## src/rtl/decode_stage_if.sv

```systemverilog
// Bundle of fetch-side, register-file, writeback and ALU-side signals around the decode stage.
// The slave modport is the decode stage itself; master is whatever surrounds it.
interface decode_stage_if;
    logic        instValid;
    logic [31:0] instData;
    logic [31:0] pcIn;
    logic        instReady;
    logic [4:0]  readAddrF;
    logic [4:0]  readAddrS;
    logic [31:0] outDataF;
    logic [31:0] outDataS;
    logic        wbEnable;
    logic [4:0]  wbAddr;
    logic [31:0] wbData;
    logic        flush;
    logic        aluValid;
    logic        aluReady;
    logic [3:0]  aluOp;
    logic [31:0] aluSrcF;
    logic [31:0] aluSrcS;
    logic [31:0] aluImm;
    logic        aluUseImm;
    logic [4:0]  aluRd;
    logic        aluRegWrite;
    logic [31:0] aluPc;
    logic        aluIllegal;

    modport slave (
        input  instValid, instData, pcIn, outDataF, outDataS,
        input  wbEnable, wbAddr, wbData, flush, aluReady,
        output instReady, readAddrF, readAddrS,
        output aluValid, aluOp, aluSrcF, aluSrcS, aluImm, aluUseImm,
        output aluRd, aluRegWrite, aluPc, aluIllegal
    );

    modport master (
        output instValid, instData, pcIn, outDataF, outDataS,
        output wbEnable, wbAddr, wbData, flush, aluReady,
        input  instReady, readAddrF, readAddrS,
        input  aluValid, aluOp, aluSrcF, aluSrcS, aluImm, aluUseImm,
        input  aluRd, aluRegWrite, aluPc, aluIllegal
    );
endinterface

```

## src/rtl/decode_stage.sv

```systemverilog
// RV32I decode stage: decodes one instruction per cycle, reads operands with WB bypass,
// and tracks in-flight destinations in a pending scoreboard to stall RAW/WAW hazards.
module decode_stage (
    input  logic           clk,
    input  logic           resetIn,
    decode_stage_if.slave  bus
);
    localparam logic [6:0] OPC_LUI    = 7'b0110111;
    localparam logic [6:0] OPC_AUIPC  = 7'b0010111;
    localparam logic [6:0] OPC_JAL    = 7'b1101111;
    localparam logic [6:0] OPC_JALR   = 7'b1100111;
    localparam logic [6:0] OPC_BRANCH = 7'b1100011;
    localparam logic [6:0] OPC_LOAD   = 7'b0000011;
    localparam logic [6:0] OPC_STORE  = 7'b0100011;
    localparam logic [6:0] OPC_OPIMM  = 7'b0010011;
    localparam logic [6:0] OPC_OP     = 7'b0110011;

    localparam logic [3:0] ALU_ADD = 4'd0,  ALU_SUB = 4'd1, ALU_SLL = 4'd2, ALU_SLT  = 4'd3;
    localparam logic [3:0] ALU_SLTU = 4'd4, ALU_XOR = 4'd5, ALU_SRL = 4'd6, ALU_SRA  = 4'd7;
    localparam logic [3:0] ALU_OR = 4'd8,   ALU_AND = 4'd9, ALU_PASSB = 4'd10;

    function automatic logic [3:0] alu_sel(input logic [2:0] f3, input logic alt);
        logic [3:0] op;
        case (f3)
            3'b000:  op = alt ? ALU_SUB : ALU_ADD;
            3'b001:  op = ALU_SLL;
            3'b010:  op = ALU_SLT;
            3'b011:  op = ALU_SLTU;
            3'b100:  op = ALU_XOR;
            3'b101:  op = alt ? ALU_SRA : ALU_SRL;
            3'b110:  op = ALU_OR;
            3'b111:  op = ALU_AND;
            default: op = ALU_ADD;
        endcase
        return op;
    endfunction

    function automatic logic [31:0] pick_operand(input logic [4:0] rs, input logic [31:0] rf,
                                                 input logic wb_en, input logic [4:0] wb_addr,
                                                 input logic [31:0] wb_data);
        logic [31:0] v;
        if (rs == 5'd0) begin
            v = 32'd0;
        end else if (wb_en && (wb_addr == rs)) begin
            v = wb_data;
        end else begin
            v = rf;
        end
        return v;
    endfunction

    logic [31:0] inst;
    logic [6:0]  opcode;
    logic [4:0]  rd, rs1, rs2;
    logic [2:0]  funct3;
    logic [31:0] imm_i, imm_s, imm_b, imm_u, imm_j;

    assign inst   = bus.instData;
    assign opcode = inst[6:0];
    assign rd     = inst[11:7];
    assign funct3 = inst[14:12];
    assign rs1    = inst[19:15];
    assign rs2    = inst[24:20];
    assign imm_i  = {{20{inst[31]}}, inst[31:20]};
    assign imm_s  = {{20{inst[31]}}, inst[31:25], inst[11:7]};
    assign imm_b  = {{19{inst[31]}}, inst[31], inst[7], inst[30:25], inst[11:8], 1'b0};
    assign imm_u  = {inst[31:12], 12'd0};
    assign imm_j  = {{11{inst[31]}}, inst[31], inst[19:12], inst[20], inst[30:21], 1'b0};

    assign bus.readAddrF = rs1;
    assign bus.readAddrS = rs2;

    logic [3:0]  dec_op;
    logic [31:0] dec_imm;
    logic        dec_use_imm, dec_write, dec_illegal, dec_rs1, dec_rs2;

    // Opcode decode; illegal opcodes read no operands so they never stall.
    always_comb begin
        dec_op      = ALU_ADD;
        dec_imm     = 32'd0;
        dec_use_imm = 1'b0;
        dec_write   = 1'b0;
        dec_illegal = 1'b0;
        dec_rs1     = 1'b0;
        dec_rs2     = 1'b0;
        case (opcode)
            OPC_LUI:    begin dec_op = ALU_PASSB; dec_imm = imm_u; dec_use_imm = 1'b1; dec_write = 1'b1; end
            OPC_AUIPC:  begin dec_imm = imm_u; dec_use_imm = 1'b1; dec_write = 1'b1; end
            OPC_JAL:    begin dec_imm = imm_j; dec_use_imm = 1'b1; dec_write = 1'b1; end
            OPC_JALR:   begin dec_imm = imm_i; dec_use_imm = 1'b1; dec_write = 1'b1; dec_rs1 = 1'b1; end
            OPC_BRANCH: begin
                case (funct3[2:1])
                    2'b10:   dec_op = ALU_SLT;
                    2'b11:   dec_op = ALU_SLTU;
                    default: dec_op = ALU_SUB;
                endcase
                dec_imm = imm_b;
                dec_rs1 = 1'b1;
                dec_rs2 = 1'b1;
            end
            OPC_LOAD:   begin dec_imm = imm_i; dec_use_imm = 1'b1; dec_write = 1'b1; dec_rs1 = 1'b1; end
            OPC_STORE:  begin dec_imm = imm_s; dec_use_imm = 1'b1; dec_rs1 = 1'b1; dec_rs2 = 1'b1; end
            OPC_OPIMM:  begin
                dec_op      = alu_sel(funct3, inst[30] & (funct3 == 3'b101));
                dec_imm     = imm_i;
                dec_use_imm = 1'b1;
                dec_write   = 1'b1;
                dec_rs1     = 1'b1;
            end
            OPC_OP:     begin
                dec_op    = alu_sel(funct3, inst[30]);
                dec_write = 1'b1;
                dec_rs1   = 1'b1;
                dec_rs2   = 1'b1;
            end
            default:    dec_illegal = 1'b1;
        endcase
    end

    logic        reg_write, use_rs1, use_rs2, hazard, accept;
    logic [31:0] pending_q, pending_d, clr_wb, clr_flush, set_acc;
    logic        valid_q, use_imm_q, reg_write_q, illegal_q;
    logic [3:0]  op_q;
    logic [4:0]  rd_q;
    logic [31:0] src_f_q, src_s_q, imm_q, pc_q;

    assign reg_write = dec_write & (rd != 5'd0);
    assign use_rs1   = dec_rs1 & (rs1 != 5'd0);
    assign use_rs2   = dec_rs2 & (rs2 != 5'd0);
    // A WB in this very cycle resolves a RAW (operand comes through the bypass).
    assign hazard = (use_rs1 & pending_q[rs1] & ~(bus.wbEnable & (bus.wbAddr == rs1)))
                  | (use_rs2 & pending_q[rs2] & ~(bus.wbEnable & (bus.wbAddr == rs2)))
                  | (reg_write & pending_q[rd]);

    assign bus.instReady = ~resetIn & ~bus.flush & ~hazard & (~valid_q | bus.aluReady);
    assign accept        = bus.instValid & bus.instReady;

    // Set is applied after both clears so a same-cycle set wins; x0 is never pending.
    assign clr_wb    = bus.wbEnable ? (32'd1 << bus.wbAddr) : 32'd0;
    assign clr_flush = (bus.flush & valid_q & reg_write_q) ? (32'd1 << rd_q) : 32'd0;
    assign set_acc   = (accept & reg_write) ? (32'd1 << rd) : 32'd0;
    assign pending_d = ((pending_q & ~clr_wb & ~clr_flush) | set_acc) & ~32'd1;

    // Scoreboard and Dec_ALU pipeline register.
    always_ff @(posedge clk or posedge resetIn) begin
        if (resetIn) begin
            pending_q   <= 32'd0;
            valid_q     <= 1'b0;
            op_q        <= 4'd0;
            src_f_q     <= 32'd0;
            src_s_q     <= 32'd0;
            imm_q       <= 32'd0;
            use_imm_q   <= 1'b0;
            rd_q        <= 5'd0;
            reg_write_q <= 1'b0;
            pc_q        <= 32'd0;
            illegal_q   <= 1'b0;
        end else begin
            pending_q <= pending_d;
            if (accept) begin
                valid_q     <= 1'b1;
                op_q        <= dec_op;
                src_f_q     <= pick_operand(rs1, bus.outDataF, bus.wbEnable, bus.wbAddr, bus.wbData);
                src_s_q     <= pick_operand(rs2, bus.outDataS, bus.wbEnable, bus.wbAddr, bus.wbData);
                imm_q       <= dec_imm;
                use_imm_q   <= dec_use_imm;
                rd_q        <= rd;
                reg_write_q <= reg_write;
                pc_q        <= bus.pcIn;
                illegal_q   <= dec_illegal;
            end else if (bus.aluReady | bus.flush) begin
                valid_q <= 1'b0;
            end else begin
                valid_q <= valid_q;
            end
        end
    end

    assign bus.aluValid    = valid_q;
    assign bus.aluOp       = op_q;
    assign bus.aluSrcF     = src_f_q;
    assign bus.aluSrcS     = src_s_q;
    assign bus.aluImm      = imm_q;
    assign bus.aluUseImm   = use_imm_q;
    assign bus.aluRd       = rd_q;
    assign bus.aluRegWrite = reg_write_q;
    assign bus.aluPc       = pc_q;
    assign bus.aluIllegal  = illegal_q;
endmodule

```

## src/flat_wrapper.sv

```systemverilog
// flat-port wrapper written by rule: the top's interface ports become plain ports
module decode_stage_flat 
  (clk, resetIn, bus_instValid, bus_instData, bus_pcIn, bus_outDataF, bus_outDataS, bus_wbEnable, bus_wbAddr, bus_wbData, bus_flush, bus_aluReady, bus_instReady, bus_readAddrF, bus_readAddrS, bus_aluValid, bus_aluOp, bus_aluSrcF, bus_aluSrcS, bus_aluImm, bus_aluUseImm, bus_aluRd, bus_aluRegWrite, bus_aluPc, bus_aluIllegal);
  decode_stage_if bus_i ();
  input  logic clk;
  input  logic resetIn;
  input wire logic [$bits(bus_i.instValid)-1:0] bus_instValid;
  input wire logic [$bits(bus_i.instData)-1:0] bus_instData;
  input wire logic [$bits(bus_i.pcIn)-1:0] bus_pcIn;
  input wire logic [$bits(bus_i.outDataF)-1:0] bus_outDataF;
  input wire logic [$bits(bus_i.outDataS)-1:0] bus_outDataS;
  input wire logic [$bits(bus_i.wbEnable)-1:0] bus_wbEnable;
  input wire logic [$bits(bus_i.wbAddr)-1:0] bus_wbAddr;
  input wire logic [$bits(bus_i.wbData)-1:0] bus_wbData;
  input wire logic [$bits(bus_i.flush)-1:0] bus_flush;
  input wire logic [$bits(bus_i.aluReady)-1:0] bus_aluReady;
  output wire logic [$bits(bus_i.instReady)-1:0] bus_instReady;
  output wire logic [$bits(bus_i.readAddrF)-1:0] bus_readAddrF;
  output wire logic [$bits(bus_i.readAddrS)-1:0] bus_readAddrS;
  output wire logic [$bits(bus_i.aluValid)-1:0] bus_aluValid;
  output wire logic [$bits(bus_i.aluOp)-1:0] bus_aluOp;
  output wire logic [$bits(bus_i.aluSrcF)-1:0] bus_aluSrcF;
  output wire logic [$bits(bus_i.aluSrcS)-1:0] bus_aluSrcS;
  output wire logic [$bits(bus_i.aluImm)-1:0] bus_aluImm;
  output wire logic [$bits(bus_i.aluUseImm)-1:0] bus_aluUseImm;
  output wire logic [$bits(bus_i.aluRd)-1:0] bus_aluRd;
  output wire logic [$bits(bus_i.aluRegWrite)-1:0] bus_aluRegWrite;
  output wire logic [$bits(bus_i.aluPc)-1:0] bus_aluPc;
  output wire logic [$bits(bus_i.aluIllegal)-1:0] bus_aluIllegal;
  assign bus_i.instValid = bus_instValid;
  assign bus_i.instData = bus_instData;
  assign bus_i.pcIn = bus_pcIn;
  assign bus_i.outDataF = bus_outDataF;
  assign bus_i.outDataS = bus_outDataS;
  assign bus_i.wbEnable = bus_wbEnable;
  assign bus_i.wbAddr = bus_wbAddr;
  assign bus_i.wbData = bus_wbData;
  assign bus_i.flush = bus_flush;
  assign bus_i.aluReady = bus_aluReady;
  assign bus_instReady = bus_i.instReady;
  assign bus_readAddrF = bus_i.readAddrF;
  assign bus_readAddrS = bus_i.readAddrS;
  assign bus_aluValid = bus_i.aluValid;
  assign bus_aluOp = bus_i.aluOp;
  assign bus_aluSrcF = bus_i.aluSrcF;
  assign bus_aluSrcS = bus_i.aluSrcS;
  assign bus_aluImm = bus_i.aluImm;
  assign bus_aluUseImm = bus_i.aluUseImm;
  assign bus_aluRd = bus_i.aluRd;
  assign bus_aluRegWrite = bus_i.aluRegWrite;
  assign bus_aluPc = bus_i.aluPc;
  assign bus_aluIllegal = bus_i.aluIllegal;
  decode_stage u_core (.clk(clk), .resetIn(resetIn), .bus(bus_i));
endmodule
```

## config.mk

```make
export PLATFORM = sky130hd
export DESIGN_NAME = decode_stage_flat
export DESIGN_NICKNAME = d
export VERILOG_FILES = /design/src/rtl/decode_stage_if.sv /design/src/rtl/decode_stage.sv /design/src/flat_wrapper.sv
export SDC_FILE = /design/constraint.sdc
export NUM_CORES = 1
export LEC_CHECK = 0
export BUFFER_PORTS_ARGS = -buffer_cell sky130_fd_sc_hd__buf_2
export CORE_MARGIN = 2
export CORE_UTILIZATION = 40
export DETAILED_ROUTE_END_ITERATION = 10
export PLACE_DENSITY = 0.64
export SYNTH_ARGS = -nofsm -noshare
export SYNTH_HDL_FRONTEND = slang
export SYNTH_SLANG_ARGS = --single-unit
```

## constraint.sdc

```tcl
create_clock -name clk -period 8.05 [get_ports clk]
set_input_delay 1.61 -clock clk [delete_from_list [all_inputs] [get_ports clk]]
set_output_delay 1.61 -clock clk [all_outputs]
set_load 0.01 [all_outputs]
```

==> results.py <==
metrics = {
    "status": {
        "status": "finished clean",
    },
    "sta": {
        "relSlewSlack_pct": 22.4,
        "period_needed_ps": 5370,
        "period_share_pct": 66.8,
        "tightest_slew_ps": 1160,
        "rsz0062_at_grt": "false",
        "finalClockSkew_ps": 15.2,
        "worst_hold_slack_ps": 508,
        "setup_ws_ps": 2680,
        "finalSetupViolCount": 0,
        "slew_viol_final": 0,
        "fmax_ghz": 0.186,
        "hold_viol": 0,
        "tns_ps": 0,
    },
    "cells_and_area": {
        "diodes": 0,
        "finish.utilization_pct": 49.1,
        "layout.nets": 1294,
        "final_common_cell": "buf_2",
        "stdcell_area_mm2": 0.0122,
        "mostFrequentLayoutCells": "buf_2, dfrtp_1, mux2_4",
        "nFillCells": 2342,
        "areaGrowthSynthToFinish_pct": 21.4,
        "drive_gt1_share_pct": 44.7,
        "layoutNonFillerInstCount": 1466,
    },
    "clock_network": {
        "cts-root-buf": "clkbuf_16",
        "cts_buffers": 17,
        "clk_latency_ps": 440,
        "cts_max_path_buffers": 2,
        "clock_sinks": 172,
        "cts_resized": 0,
        "postCtsSetupRepairBufs": 0,
        "cts.htree.levels": 4,
        "cts_tree": "yes",
        "cts_hold_buf": 0,
        "cts.clk_slew.worst_paths_ps": 70,
    },
    "worst_setup_path": {
        "crit_arrival_ps": 3760,
        "setup.worst_path.end_class": "primary output",
        "reg2regPathDepth": 8,
        "r2r_slack_ps": 4400,
        "cp-start-kind": "input port",
        "worstPathRequired_ps": 6440,
        "path_class": "input port to primary output",
        "r2r_end": "u_core.bus.aluOp[0]",
        "path_max_fanout": 25,
        "r2r_start": "u_core.pending_q[16]",
    },
    "power_and_ir_drop": {
        "cellLeakagePower_nw": 5.68,
        "power_density_mw_per_mm2": 206,
        "p_total_mw": 2.52,
        "ir_drop_mv": 0.119,
    },
    "grt": {
        "grt_pass1_wl_um": 47000,
        "grt_usage_pct": 22.9,
        "grt_pass1_vias": 7989,
        "grt_antenna_before_repair": 1,
        "grt_overflow": 0,
        "grt_max_degree": 101,
    },
    "place": {
        "port_buffers": 322,
        "hpwlAfterDp_um": 22300,
        "dpl_cell_area_mm2": 0.0116,
        "placed_cells": 1434,
        "place.gp.congestion": 0.893,
        "dp_worst_setup_slack_ps": 2600,
    },
    "drt": {
        "routed_via_density": 5.55,
        "wl_per_cell_um": 21.1,
        "firstDrtPassIters": 6,
        "drt_wl_total_um": 31000,
        "ant_nets": 0,
        "drc_errors": 0,
        "num_vias": 8140,
        "drtIter0Drc": 816,
    },
    "synth": {
        "synthesis.nets": 1030,
        "syn-cell-area_mm2": 0.0101,
        "synth-seq-area-share_pct": 42.7,
        "synth_ff_type": "dfrtp_1",
        "yosys_warnings": 0,
        "synth_cell_types": 55,
        "synth_edf_count": 0,
        "ys_ff_latch": 172,
        "synthesis.instances": 859,
        "avgSynthCellArea_um2": 11.7,
        "ys_async_sr_fraction_pct": 100,
    },
    "floorplanning": {
        "die_area_mm2": 0.0265,
        "die_h_um": 163,
        "coreArea_mm2": 0.0250,
        "die-width_um": 163,
        "ios": 323,
        "initial_core_util_pct": 40.4,
        "rows": 58,
    },
    "run": {
        "max_cap_violations": 0,
    },
    "min_path": {
        "min_path_type": "flop to flop",
        "whs_endpoint": "u_core.bus.aluPc[28]",
        "holdCritStartpoint": "u_core.bus.aluPc[28]",
        "holdPathStages": 1,
    },
}
[layer usage]
layer  track usage, %  routed length (um)  vias up
met4             6.40                 697        2
met1             30.4               13100     3965
li1                 -                   -     3673
met3             4.41                2320       54
met5                0                  13        -
met2             38.2               14800      446
[sequential cells by signal, indices dropped and copies added (netlist names)]
register and cells:
u_core.bus.aluImm 32, u_core.bus.aluPc 32, u_core.bus.aluSrcF 32, u_core.bus.aluSrcS 32
u_core.pending_q 31, u_core.bus.aluRd 5, u_core.bus.aluOp 4, u_core.bus.aluIllegal 1
u_core.bus.aluRegWrite 1, u_core.bus.aluUseImm 1, u_core.bus.aluValid 1
[worst max-delay path by stage]
stage / start / end
floorplan: resetIn / u_core.bus.aluIllegal
CTS: bus_instData[15] / bus_instReady
finish: bus_instData[6] / bus_instReady
global placement: bus_instData[22] / u_core.bus.aluOp[3]
detailed placement: bus_instData[22] / u_core.bus.aluOp[0]
global route: bus_instData[6] / bus_instReady
[cell usage after synthesis, types with 3 or more instances]
master	count	area share, %
nand2_1	35	1.3
a31oi_1	7	0.43
and3_1	4	0.25
buf_8	8	1.2
a2111oi_0	4	0.35
mux2i_1	100	9.9
dfrtp_1	172	43
a22o_1	5	0.43
inv_1	37	1.4
or4_1	4	0.30
buf_2	20	0.99
mux2_2	15	1.7
nor4_1	4	0.25
nand2b_1	6	0.37
nor3b_1	5	0.37
nor2b_1	6	0.37
buf_4	14	1.0
or3b_2	3	0.26
o22ai_1	3	0.19
o221ai_1	33	2.9
nand3_1	17	0.84
o31ai_1	8	0.60
buf_6	8	0.89
mux2_4	104	15
a21oi_1	26	1.3
clkbuf_1	31	1.2
nor2_1	78	2.9
nand3b_1	13	0.97
or3_1	4	0.25
xor2_1	8	0.69
o41ai_1	24	2.1
o21ai_0	9	0.45
mux4_2	16	3.6
[kinds of logic after synthesis]
logic type / count (synthesis) / synth area share (%)
buffers and inverters: 121 / 6.77
XOR/XNOR: 10 / 0.868
AO/OA/AOI/OAI: 127 / 9.35
multiplexers: 235 / 30.6
flip-flops: 172 / 42.7
AND/OR/NAND/NOR: 194 / 9.71
[area by class of cell]
class,count,area (um2),area share [%]
Sequential cell,172,4300,35.1
Multi-Input combinational cell,566,5110,41.7
Clock inverter,15,176,1.44
Clock buffer,17,425,3.47
Inverter,37,144,1.17
Timing Repair Buffer,329,1680,13.7
Tap cell,330,413,3.37
[report_power, final]
| group | internal, mW | switching [mW] | total [mW] |
|---|---|---|---|
| Combinational | 0.309 | 0.282 | 0.591 |
| Clock | 0.447 | 0.411 | 0.857 |
| Sequential | 0.989 | 0.0866 | 1.08 |
| Total | 1.74 | 0.779 | 2.52 |
[worst max-delay path, stage by stage]
cell	delay, ps
buf_2	170
and3b_1	250
nand2_1	140
a21o_1	730
a21oi_1	210
nand3_1	210
and4_1	270
buf_2	160
Power figures use the tool's default switching activity.
